File: src/rtl/conv_window_buffer_if.sv
// Pixel-in / window-out stream bundle for the convolver front end.
// Slave is the window buffer; master is the pixel source plus the window consumer.
interface conv_window_buffer_if #(
  parameter int KERNEL_SIZE = 5,
  parameter int DATA_WIDTH  = 16
);
  logic [DATA_WIDTH-1:0]                         pixel_in;
  logic                                          in_valid;
  logic                                          in_ready;
  logic [KERNEL_SIZE*KERNEL_SIZE*DATA_WIDTH-1:0] window_out;
  logic                                          window_valid;
  logic                                          out_ready;
  logic                                          last_window;

  modport master (
    output pixel_in, in_valid, out_ready,
    input  in_ready, window_out, window_valid, last_window
  );

  modport slave (
    input  pixel_in, in_valid, out_ready,
    output in_ready, window_out, window_valid, last_window
  );
endinterface

File: src/rtl/conv_window_buffer.sv
// Raster-order pixel stream to KxK sliding windows; window is registered 1 cycle after its newest pixel.
// A held window stalls the input (in_ready low) until downstream takes it.
module conv_window_buffer #(
  parameter int KERNEL_SIZE  = 5,
  parameter int DATA_WIDTH   = 16,
  parameter int IMAGE_WIDTH  = 28,
  parameter int IMAGE_HEIGHT = 28
) (
  input logic              clk,
  input logic              reset,
  conv_window_buffer_if.slave bus
);
  localparam int K  = KERNEL_SIZE;
  localparam int NE = K * K;
  localparam int CW = (IMAGE_WIDTH  > 1) ? $clog2(IMAGE_WIDTH)  : 1;
  localparam int RW = (IMAGE_HEIGHT > 1) ? $clog2(IMAGE_HEIGHT) : 1;

  logic [CW-1:0]                 r_col;
  logic [RW-1:0]                 r_row;
  logic [NE-1:0][DATA_WIDTH-1:0] r_win;
  logic                          r_window_valid;
  logic                          r_last_window;
  logic [DATA_WIDTH-1:0]         r_lb [K-1][IMAGE_WIDTH];

  logic                         w_in_ready;
  logic                         w_accept;
  logic                         w_col_last;
  logic                         w_row_last;
  logic                         w_emit;
  logic [K-1:0][DATA_WIDTH-1:0] w_col_new;

  assign w_in_ready = !r_window_valid || bus.out_ready;
  assign w_accept   = bus.in_valid && w_in_ready;
  assign w_col_last = (r_col == CW'(IMAGE_WIDTH - 1));
  assign w_row_last = (r_row == RW'(IMAGE_HEIGHT - 1));
  // Column gating alone keeps stale columns from a previous row out of any emitted window.
  assign w_emit     = (r_row >= RW'(K - 1)) && (r_col >= CW'(K - 1));

  // Column entering the window: K-1 older rows from the line buffers, newest pixel at the bottom.
  always_comb begin
    w_col_new = '0;
    for (int r = 0; r < K - 1; r++) begin
      w_col_new[r] = r_lb[r][r_col];
    end
    w_col_new[K-1] = bus.pixel_in;
  end

  always_ff @(posedge clk) begin
    if (!reset && w_accept) begin
      for (int r = 0; r < K - 2; r++) begin
        r_lb[r][r_col] <= r_lb[r+1][r_col];
      end
      r_lb[K-2][r_col] <= bus.pixel_in;
    end
  end

  always_ff @(posedge clk) begin
    if (reset) begin
      r_col          <= '0;
      r_row          <= '0;
      r_win          <= '0;
      r_window_valid <= 1'b0;
      r_last_window  <= 1'b0;
    end else if (w_accept) begin
      if (w_col_last) begin
        r_col <= '0;
        r_row <= w_row_last ? '0 : r_row + 1'b1;
      end else begin
        r_col <= r_col + 1'b1;
      end
      for (int r = 0; r < K; r++) begin
        for (int c = 0; c < K - 1; c++) begin
          r_win[r*K+c] <= r_win[r*K+c+1];
        end
        r_win[r*K+K-1] <= w_col_new[r];
      end
      r_window_valid <= w_emit;
      r_last_window  <= w_emit && w_row_last && w_col_last;
    end else if (bus.out_ready) begin
      r_window_valid <= 1'b0;
      r_last_window  <= 1'b0;
    end
  end

  assign bus.in_ready     = w_in_ready;
  assign bus.window_out   = r_win;
  assign bus.window_valid = r_window_valid;
  assign bus.last_window  = r_last_window;
endmodule
File: src/flat_wrapper.sv
// flat-port wrapper written by rule: the top's interface ports become plain ports
module conv_window_buffer_flat 
#(
  parameter int KERNEL_SIZE  = 5,
  parameter int DATA_WIDTH   = 16,
  parameter int IMAGE_WIDTH  = 28,
  parameter int IMAGE_HEIGHT = 28
)
  (clk, reset, bus_pixel_in, bus_in_valid, bus_out_ready, bus_in_ready, bus_window_out, bus_window_valid, bus_last_window);
  conv_window_buffer_if #(.KERNEL_SIZE(KERNEL_SIZE), .DATA_WIDTH(DATA_WIDTH)) bus_i ();
  input logic clk;
  input logic reset;
  input wire logic [$bits(bus_i.pixel_in)-1:0] bus_pixel_in;
  input wire logic [$bits(bus_i.in_valid)-1:0] bus_in_valid;
  input wire logic [$bits(bus_i.out_ready)-1:0] bus_out_ready;
  output wire logic [$bits(bus_i.in_ready)-1:0] bus_in_ready;
  output wire logic [$bits(bus_i.window_out)-1:0] bus_window_out;
  output wire logic [$bits(bus_i.window_valid)-1:0] bus_window_valid;
  output wire logic [$bits(bus_i.last_window)-1:0] bus_last_window;
  assign bus_i.pixel_in = bus_pixel_in;
  assign bus_i.in_valid = bus_in_valid;
  assign bus_i.out_ready = bus_out_ready;
  assign bus_in_ready = bus_i.in_ready;
  assign bus_window_out = bus_i.window_out;
  assign bus_window_valid = bus_i.window_valid;
  assign bus_last_window = bus_i.last_window;
  conv_window_buffer #(.KERNEL_SIZE(KERNEL_SIZE), .DATA_WIDTH(DATA_WIDTH), .IMAGE_WIDTH(IMAGE_WIDTH), .IMAGE_HEIGHT(IMAGE_HEIGHT)) u_core (.clk(clk), .reset(reset), .bus(bus_i));
endmodule
File: config.mk
export PLATFORM = sky130hd
export DESIGN_NAME = conv_window_buffer_flat
export DESIGN_NICKNAME = d
export VERILOG_FILES = /design/src/rtl/conv_window_buffer_if.sv /design/src/rtl/conv_window_buffer.sv /design/src/flat_wrapper.sv
export SDC_FILE = /design/constraint.sdc
export NUM_CORES = 2
export LEC_CHECK = 0
export CORE_MARGIN = 8
export CORE_UTILIZATION = 45
export CTS_CLUSTER_DIAMETER = 80
export DETAILED_ROUTE_END_ITERATION = 16
export PLACE_DENSITY_LB_ADDON = 0.08
export SYNTH_ARGS = -nofsm -noshare
export SYNTH_HDL_FRONTEND = slang
export SYNTH_SLANG_ARGS = --single-unit
export TNS_END_PERCENT = 20
File: constraint.sdc
create_clock -name clk -period 5 [get_ports clk]
set_clock_uncertainty 0.15 [all_clocks]
set_input_delay 0.5 -clock clk [delete_from_list [all_inputs] [get_ports clk]]
set_output_delay 0.5 -clock clk [all_outputs]
set_load 0.05 [all_outputs]
==> results.md <==
- Outcome: completed
- Sequential area share after synthesis: 75.7%
- CTS tree: yes
- Via density: 5.96
- Required time of the critical path: 5.13 ns
- Post-DP HPWL: 141 mm
- Drt drc: 0
- Post-synth ARST share: 0%
- Unrepaired setup endpoints after global routing: false
- Area growth, synth to finish: 18.5%
- Post-Syn Instances: 4,764
- Worst path arrival time: 4.27 ns
- Top post-synthesis cells by area: edfxtp_1 66%, dfxtp_1 10%, mux4_2 8.9%, nand2_1 3.2%, mux2i_1 3.1%
- Die W: 443 um
- Hold crit path type: in2reg
- Share of cells above drive strength 1: 16.1%
- CP max FO: 28
- # IOs: 423
- Worst setup SP type: register
- Leakage: 30.0 nW
- Synth cell count leaders: 1,792 x edfxtp_1, 701 x nand2_1, 412 x dfxtp_1
- Initial antenna violation count: 22
- Drt first pass iters: 6
- Mean Syn Cell Area: about 17 um^2
- Worst skew pair latency: 0.87 ns
- Worst R2R Path Depth: 4
- Prevailing post-synth register cell: edfxtp_1
- Top-count cell post-synth: edfxtp_1
- Setup crit end kind: register
- FF+latch area: 0.0621 mm^2
- CP Cell Sequence: or4b_2, o22ai_1, a211oi_1, nand3_1
- Tot Pwr: 0.0401 W
- Routed len/inst: 32.0 um
- H-tree depth: 4
- I/O Buffers: 422
- Setup TNS: 0 ns
- Synth top area share: 65.6%
- Number of synthesized register bits: 2,204
- F_max: about 240 MHz
- Layout Nets: 5,303
- GP Congestion: 0.778
- Die ar.: 0.196 mm^2
- # hold bufs at CTS: 1
- Relative slew slack: between 10% and 20%
- Largest net degree at the start of global routing: 221
- Clock Pin Slew Worst Setup and Hold Paths: 0.06 ns
- Critical path depth: 4
- Final cell count without fillers: 7,843
- Post-CTS Setup Inserts: 0
- Placed cell count: 7,423
- Hold Path Depth: 3
- First-pass GRT wire length: 349 mm
- Max cap viols: 0
- CP Class: reg2reg
- Final-layout fill cell count: approximately 14,000
- Effective utilization at floorplan: 45.3%
- Detailed Route WL: 251 mm
- Slowest stage cell, crit path: dfxtp_1
- Multi-input gate area: 0.0187 mm^2
- DR WL met2: roughly 120 mm
- Vert. Die Dim: 443 um
- Final Max Tran Viols: 0
- Global route overflow: 0
- Pwr Density: 412 mW/mm^2
- # rows: about 160
- Cell taking the most area after synthesis: edfxtp_1
- Actual slew at the worst max-slew pin: 1.30 ns
- Setup violators final: 0
- CTS resizes: 0
- Core outline area: 0.181 mm^2
- Vias in the first global route: 44,600
- Clock tree buffer depth: 3
- Routed Antenna Nets: 0
- Iteration-0 DRC Markers: around 5,600
- CTS buffer count: 221
- WL met1: 106 mm
- Routed wl met3: 23.5 mm
- Crit path max-delay family: simple AND/OR/NAND/NOR gates
- YS warnings: 0
- Worst VDD drop: 0.283 mV
- Synth unique cells: between 50 and 60
- Final hold vios: 0
- Via count: 46,800
- EDFF count, synth: 1,792
- Crit path time final: 4.14 ns
- Synth Cell Area: 0.0820 mm^2
- Uppermost layer routed: met5
- Gr usage total: around 25%
- WP buf/inv: 0
- Final period utilization: 82.8%
- Syn Nets: ~4,800
- CP max stage delay: about 0.96 ns
- Root Driver: clkbuf_16
- Clk sinks: between 2,000 and 2,500
## final cells by class
cell class,instances,area share [%]
Antenna cell,3,0.00772
Sequential cell,2204,63.9
Inverter,8,0.0322
Multi-Input combinational cell,2245,19.2
Clock inverter,96,1.05
Tap cell,2370,3.05
Timing Repair Buffer,597,6.36
Clock buffer,320,6.42
## registers in the layout (all words and copies together), names as in the netlist
| name | count |
|---|---|
| u_core.bus.last_window | 1 |
| u_core.r_row | 5 |
| u_core.bus.window_out | 400 |
| u_core.r_col | 5 |
| u_core.bus.window_valid | 1 |
| u_core.r_lb | 1792 |
## per-layer routing
layer,global-route usage (%),vias to the layer above
met4,6.48,4
li1,-,19800
met3,6.53,338
met2,38.0,2130
met5,0,-
met1,35.2,24500
## cells by family (layout without fill, tap and decap cells)
logic type,count (synthesis),count (layout),synth area share [%]
DFF,2204,2204,75.7
AOI/OAI and AO/OA,771,771,5.79
and+or+nand+nor,875,875,4.39
xor gates and xnor gates,3,3,0.0320
adders and majority gates,6,6,0.0915
buffers and inverters,315,1021,1.89
muxes,590,590,12.2
other,0,3,0
## cells in the final DEF (no fill, tap or decap), types with 51 or more instances in the layout
cell             synthesis  routed
o22ai_1                 96      96
clkbuf_16                0     225
mux2i_1                255     255
dfxtp_1                412     408
clkdlybuf4s50_1          0     421
buf_12                   0      51
buf_4                   19     123
o21ai_0                 60      60
a22oi_1                129     129
a21oi_1                361     361
edfxtp_1              1792    1792
nand2_1                701     700
clkbuf_1               151      68
mux4_2                 324     324
nand3_1                 73      73
## report_power, final
| part | switching [W] | internal (W) | total, W |
|---|---|---|---|
| Clock | 0.00691 | 0.00958 | 0.0165 |
| Combinational | 0.00200 | 0.000971 | 0.00297 |
| Sequential | 0.000234 | 0.0204 | 0.0206 |
| Total | 0.00914 | 0.0309 | 0.0401 |
## path summary, 6_finish.rpt
check / from / end / slack, ns
max: u_core.r_col[4]$_SDFFE_PP0P_ / u_core.r_lb[0][166]$_DFFE_PP_ / 0.86
min: bus_out_ready / u_core.bus.last_window$_SDFFE_PP0P_ / 0.23
max reg2reg: u_core.r_col[4]$_SDFFE_PP0P_ / u_core.r_lb[0][166]$_DFFE_PP_ / 0.86
min reg2reg: u_core.bus.window_out[81]$_SDFFE_PP0P_ / u_core.bus.window_out[81]$_SDFFE_PP0P_ / 0.30
## stage by stage
| step | setup slack (ns) | instance area [um^2] | util, % | hold slack, ns |
|---|---|---|---|---|
| 6_report | 0.862 | 97200 | 53.7 | 0.235 |
| 5_1_grt | 0.604 | 97200 | 53.7 | 0.208 |
| 4_1_cts | 0.865 | 97200 | 53.7 | 0.158 |
| 3_5_place_dp | 0.877 | 89900 | 49.7 | 0.297 |
| 3_3_place_gp | 0.895 | 89900 | 49.7 | 0.291 |
| 2_1_floorplan | -0.175 | 82000 | - | 0.316 |
## worst register-to-register path, stage by stage, from the launching register on
cell      delay (ns)
dfxtp_1         0.96
or4b_2          0.81
o22ai_1         0.20
a211oi_1        0.55
nand3_1         0.90
No activity file was read; power rests on OpenSTA's default activity.
